$ cat src/rtl/tone_sequencer.sv
// Tone sequencer: plays a writable note table into the square-wave tone generator.
// Optional TONE_SEQ_LOOP_EN: after the last note, wrap to entry 0 and repeat until stopped.
module tone_sequencer #(
  parameter int DEPTH     = 16,
  parameter int ADDR_W    = 4,
  parameter int TICK_DIV  = 100000,
  parameter int GAP_TICKS = 10
) (
  input  logic              clk_i,
  input  logic              rst_n_i,
  input  logic              wr_en_i,
  input  logic [ADDR_W-1:0] wr_addr_i,
  input  logic [23:0]       wr_data_i,
  input  logic [ADDR_W:0]   num_notes_i,
  input  logic              start_i,
  input  logic              stop_i,
  output logic [15:0]       prescaler_o,
  output logic              tone_ena_o,
  output logic              busy_o,
  output logic              done_o
);
  // state | meaning
  // IDLE  | waiting for start, outputs silent
  // PLAY  | current note sounding for its duration in ticks
  // GAP   | silent gap after a note, prescaler held
  typedef enum logic [1:0] {IDLE, PLAY, GAP} state_t;

  localparam int TICK_W = (TICK_DIV > 1) ? $clog2(TICK_DIV) : 1;
  localparam int GAP_W  = $clog2(GAP_TICKS + 1);
  localparam int CNT_W  = (GAP_W > 8) ? GAP_W : 8;

  state_t              state_q, state_d;
  logic [ADDR_W-1:0]   idx_q, idx_d;
  logic [ADDR_W-1:0]   last_q, last_d;
  logic [TICK_W-1:0]   tick_q, tick_d;
  logic [CNT_W-1:0]    cnt_q, cnt_d;
  logic [15:0]         presc_q, presc_d;
  logic                ena_q, ena_d;
  logic                done_q, done_d;
  logic [23:0]         table_q [DEPTH];

  logic                tick;
  logic                entry_go;
  logic [ADDR_W-1:0]   entry_idx;
  logic [23:0]         entry;

  always_ff @(posedge clk_i) begin
    if (wr_en_i) table_q[wr_addr_i] <= wr_data_i;
  end

  always_comb begin
    state_d   = state_q;
    idx_d     = idx_q;
    last_d    = last_q;
    tick_d    = tick_q;
    cnt_d     = cnt_q;
    presc_d   = presc_q;
    ena_d     = ena_q;
    done_d    = 1'b0;
    entry_go  = 1'b0;
    entry_idx = '0;
    entry     = '0;
    tick      = (tick_q == TICK_W'(TICK_DIV - 1));

    unique case (state_q)
      IDLE: begin
        if (start_i && !stop_i && (num_notes_i != '0)) begin
          last_d   = (num_notes_i > (ADDR_W+1)'(DEPTH)) ? ADDR_W'(DEPTH - 1)
                                                        : ADDR_W'(num_notes_i - 1'b1);
          entry_go = 1'b1;
        end
      end
      PLAY, GAP: begin
        if (stop_i) begin
          state_d = IDLE;
          presc_d = '0;
          ena_d   = 1'b0;
          idx_d   = '0;
          tick_d  = '0;
          cnt_d   = '0;
        end else begin
          tick_d = tick ? '0 : tick_q + 1'b1;
          if (tick) begin
            if (cnt_q == CNT_W'(1)) begin
              if ((state_q == PLAY) && (GAP_TICKS > 0)) begin
                state_d = GAP;
                ena_d   = 1'b0;
                tick_d  = '0;
                cnt_d   = CNT_W'(GAP_TICKS);
              end else if (idx_q != last_q) begin
                entry_go  = 1'b1;
                entry_idx = idx_q + 1'b1;
              end else begin
`ifdef TONE_SEQ_LOOP_EN
                entry_go  = 1'b1;
`else
                state_d = IDLE;
                presc_d = '0;
                ena_d   = 1'b0;
                idx_d   = '0;
                tick_d  = '0;
                cnt_d   = '0;
                done_d  = 1'b1;
`endif
              end
            end else begin
              cnt_d = cnt_q - 1'b1;
            end
          end
        end
      end
      default: state_d = IDLE;
    endcase

    // Entry is latched here so later table writes cannot disturb the note in progress.
    if (entry_go) begin
      entry   = table_q[entry_idx];
      state_d = PLAY;
      idx_d   = entry_idx;
      presc_d = entry[15:0];
      ena_d   = |entry[15:0];
      tick_d  = '0;
      cnt_d   = (entry[23:16] == 8'd0) ? CNT_W'(1) : CNT_W'(entry[23:16]);
    end
  end

  always_ff @(posedge clk_i or negedge rst_n_i) begin
    if (!rst_n_i) begin
      state_q <= IDLE;
      idx_q   <= '0;
      last_q  <= '0;
      tick_q  <= '0;
      cnt_q   <= '0;
      presc_q <= '0;
      ena_q   <= 1'b0;
      done_q  <= 1'b0;
    end else begin
      state_q <= state_d;
      idx_q   <= idx_d;
      last_q  <= last_d;
      tick_q  <= tick_d;
      cnt_q   <= cnt_d;
      presc_q <= presc_d;
      ena_q   <= ena_d;
      done_q  <= done_d;
    end
  end

  assign prescaler_o = presc_q;
  assign tone_ena_o  = ena_q;
  assign busy_o      = (state_q != IDLE);
  assign done_o      = done_q;

endmodule

$ cat config.mk
export PLATFORM = sky130hd
export DESIGN_NAME = tone_sequencer
export DESIGN_NICKNAME = d
export VERILOG_FILES = /design/src/rtl/tone_sequencer.sv
export SDC_FILE = /design/constraint.sdc
export NUM_CORES = 1
export LEC_CHECK = 0
export BUFFER_PORTS_ARGS = -buffer_cell sky130_fd_sc_hd__buf_2
export CORE_MARGIN = 2
export CORE_UTILIZATION = 30
export CTS_CLUSTER_SIZE = 20
export DETAILED_ROUTE_END_ITERATION = 16
export PLACE_DENSITY = 0.47
export SLEW_MARGIN = 20
export SYNTH_ARGS = -nofsm -noshare
export SYNTH_HDL_FRONTEND = slang
export SYNTH_SLANG_ARGS = --single-unit
$ cat constraint.sdc
create_clock -name clk_i -period 6.5 [get_ports clk_i]
set_input_delay 0 -clock clk_i [delete_from_list [all_inputs] [get_ports clk_i]]
set_output_delay 0 -clock clk_i [all_outputs]
set_load 0.05 [all_outputs]
==> metrics.log <==
[metrics] outcome: complete, no violations
[metrics] Leak: 7.395 nW
[metrics] required time of the critical path: 6960 ps
[metrics] combined area of all synthesized cells: roughly 19000 um2
[metrics] endpoint type of the worst setup path: flip-flop
[metrics] IO buf count: 56
[metrics] number of buffers inserted during clock tree synthesis: 48
[metrics] standard-cell rows: 91
[metrics] final worst-path cycle share: 77.21%
[metrics] kind of critical path: reg -> reg
[metrics] met2 WL post-DR: 27580 um
[metrics] #FFs+latches synth: 437
[metrics] most common library cell in the layout ignoring fill and taps: sky130_fd_sc_hd__edfxtp_1
[metrics] final design instance area without fill: 21830 um2
[metrics] switching part of the total power: 28.48%
[metrics] GRT Total Usage: 18.62%
[metrics] endpoint arrival time on the critical path: 5480 ps
[metrics] Distinct cells, synth: 93
[metrics] commonest register cell after synthesis: sky130_fd_sc_hd__edfxtp_1
[metrics] Worst Clk Skew: 17.23 ps
[metrics] CTS clk-pin slew, worst paths: ~60 ps
[metrics] type of element launching the critical path: flip-flop
[metrics] clock network power share: 37.9%
[metrics] source of the critical timing path: state_q[0]$_DFFE_PN0P_
[metrics] Top Layer Used: met4
[metrics] post-layout instance count excluding filler cells: approximately 2200
[metrics] cells after synthesis: ~1300
[metrics] area inside the core boundary: 61370 um2
[metrics] Die Span X: 252.6 um
[metrics] max-slew headroom at the worst pin: between 20 and 25%
[metrics] number of flops mapped to enable cells by yosys: 384
[metrics] Num Clock Sinks: 437
[metrics] final RePlAce weighted congestion: ~0.81
[metrics] asr flop ratio synth: around an eighth
[metrics] CTS tree: yes
[metrics] Final setup violation count: 0
[metrics] ANT cells: 0
[metrics] Clk Latency, worst-skew pair: 590 ps
[metrics] initial core utilization: 30.22%
[metrics] register area share after synthesis: 69.32%
[metrics] detailed-route vias per instance: between 5 and 6
[metrics] remaining routing DRC violations: 0
[metrics] RR Startpoint: state_q[0]$_DFFE_PN0P_
[metrics] count of synthesis-stage warnings from yosys: 0
[metrics] mean area per synthesized cell: around 14 um2
[metrics] Detailed Place HPWL: around 35000 um
[metrics] height of the die: between 200 and 300 um
[metrics] number of detailed-routing iterations run before antenna repair: 6
[metrics] Routed WL per cell: 26.60 um
[metrics] via count of the first global-routing pass: around 12000
[metrics] Area growth, synth to finish: 17.72%
[metrics] P_sw: approximately 0.002 W
[metrics] hold violation count in the final report: 0
[metrics] quantity of gates resized following cts: 0
[metrics] achievable frequency: 199.3 MHz
[metrics] Fill cells: 5825
[metrics] internal power summed over all cells: between 0.005 and 0.006 W
[metrics] final routed wirelength across all metal layers: 59400 um
[metrics] nets@finish: 1452
[metrics] via count: 12030
[metrics] commonest cells after routing, fill and taps aside: 384 x sky130_fd_sc_hd__edfxtp_1, 91 x sky130_fd_sc_hd__nand2_1, 78 x sky130_fd_sc_hd__o21ai_0
[metrics] metal3 WL: between 3000 and 4000 um
[metrics] transition time of the tightest slew-check pin: 1158 ps
[metrics] largest net degree at the start of global routing: 60
[metrics] initial antenna violation count: 1
[metrics] Worst Reg2Reg Path Length in Cells: 11
[metrics] overflow left after global routing: 0
[metrics] number of design-rule violations left by the first detailed-router iteration: 1206
[metrics] Total Die Area: 63830 um2
[metrics] clock period minus final worst setup slack: 5019 ps
[metrics] total placed cells including tap cells: 2110
[metrics] Hold Path Class: in -> async
[metrics] final sum of negative setup slack: 0 ps
[metrics] number of buffers between clock root and the deepest sink: 3
[metrics] ANT nets after route: 0
[metrics] CTS H-tree lvls: 2
[metrics] number of slew-limit violations in the final report: 0
[metrics] RSZ-0062 raised after global routing: no
[metrics] global-route wire length before repair: 86050 um
[metrics] count of max-cap constraint violations: 0
[metrics] I/O Pins: 57
[metrics] root buffer cell: sky130_fd_sc_hd__clkbuf_16
[metrics] placed standard-cell area: about 20000 um2
[metrics] VDD IR-drop max: 0.1808 mV
[metrics] wire length on met1: 26650 um
[metrics] Max FO, Critical Path: 17
[metrics] relative contribution of sequential cells to total power: about 47%
[metrics] pwr/cell area: approximately 330 nW/um2
[metrics] combinational fraction of design power: 15.3%
[metrics] fraction of layout instances using a drive strength above 1: between 10% and 20%
[metrics] Post-Synthesis Net Count: 1335
logic make-up after synthesis:
logic type / synth area share, %
compound gates: 11.14
xor+xnor: 1.275
fa+ha+maj: 0.5397
buf+inv: 2.516
flops: 69.32
mux: 5.417
simple gates: 9.789
state kept, by name, summed over array words and instances, names as in the netlist:
name         count
state_q          2
prescaler_o     16
cnt_q            8
done_o           1
tick_q          17
last_q           4
table_q        384
tone_ena_o       1
idx_q            4
critical path, stage by stage, from the launching register on:
cell,delay [ps]
sky130_fd_sc_hd__dfrtp_1,390
sky130_fd_sc_hd__inv_1,60
sky130_fd_sc_hd__ha_1,380
sky130_fd_sc_hd__nor3b_1,380
sky130_fd_sc_hd__o41a_1,750
sky130_fd_sc_hd__nand4_1,710
sky130_fd_sc_hd__nor2_1,1090
sky130_fd_sc_hd__nand2_1,260
sky130_fd_sc_hd__o32ai_1,310
sky130_fd_sc_hd__nor3_1,160
sky130_fd_sc_hd__nor4_1,260
sky130_fd_sc_hd__a31oi_1,130
power by group through the flow:
stage	Combinational (W)	Clock, W	Sequential (W)
floorplan	0.000534	0	0.00351
global placement	0.00104	0	0.00338
detailed placement	0.00105	0	0.00338
CTS	0.00108	0.00274	0.00333
global route	0.00117	0.00285	0.00334
finish	0.00109	0.00269	0.00333
metal layers:
layer	track usage [%]	vias up
li1	-	5345
met1	26.11	6161
met2	29.64	431
met3	3.151	96
met4	5.427	0
met5	0	-
layout make-up:
cell class,instances,area [um2],share of cell area [%]
clock buffer,58,1259,5.765
clock inverter,29,276.5,1.267
inverter,13,48.80,0.2235
multi-input combinational,768,5400,24.73
sequential,437,12860,58.91
tap,790,988.4,4.527
timing repair buffer,138,998.5,4.573
synth_stat cells (16+ instances only):
library cell | instances | area (um2)
sky130_fd_sc_hd__edfxtp_1 | 384 | 11530
sky130_fd_sc_hd__buf_2 | 18 | 90.09
sky130_fd_sc_hd__mux2i_1 | 64 | 640.6
sky130_fd_sc_hd__mux2_2 | 24 | 270.3
sky130_fd_sc_hd__a211oi_1 | 16 | 120.1
sky130_fd_sc_hd__nor2_1 | 83 | 311.6
sky130_fd_sc_hd__nand3_1 | 32 | 160.2
sky130_fd_sc_hd__o21ai_0 | 78 | 390.4
sky130_fd_sc_hd__xor2_1 | 17 | 148.9
sky130_fd_sc_hd__o22ai_1 | 19 | 118.9
sky130_fd_sc_hd__a21oi_1 | 41 | 205.2
sky130_fd_sc_hd__dfrtp_1 | 53 | 1326
sky130_fd_sc_hd__nand2_1 | 91 | 341.6
sky130_fd_sc_hd__clkbuf_1 | 30 | 112.6
sky130_fd_sc_hd__o221ai_1 | 28 | 245.2
sky130_fd_sc_hd__nor3_1 | 34 | 170.2
stage by stage:
step | setup slack, ps | utilization [%] | hold WS (ps) | total power [W]
after floorplan | 3527 | - | -295.6 | 0.004043
after global placement | 1841 | 32.45 | 217.5 | 0.004421
after detailed placement | 1610 | 32.48 | 209.3 | 0.004430
after CTS | 1596 | 35.57 | 138.3 | 0.007151
after global routing | 1192 | 35.57 | 176.0 | 0.007361
final | 1481 | 35.57 | 113.2 | 0.007107
worst paths after layout:
kind                                                 end  slack [ps]
worst min-delay path               last_q[3]$_DFFE_PN0P_         110
max in group asynchronous           idx_q[0]$_DFFE_PN0P_        5810
worst max register to register    tone_ena_o$_DFFE_PN0P_        1480
min in group clk_i              table_q[0][17]$_DFFE_PP_         200
worst min register to register     tick_q[1]$_DFFE_PN0P_         520
worst max-delay path              tone_ena_o$_DFFE_PN0P_        1480
repair_timing:
| action | 4_1_cts | 5_1_grt |
|---|---|---|
| endpoints found under the hold margin | 447 | 0 |
| setup buffers | 0 | 0 |
| hold buffers | 36 | 0 |
(Power assumes the default switching activity.)
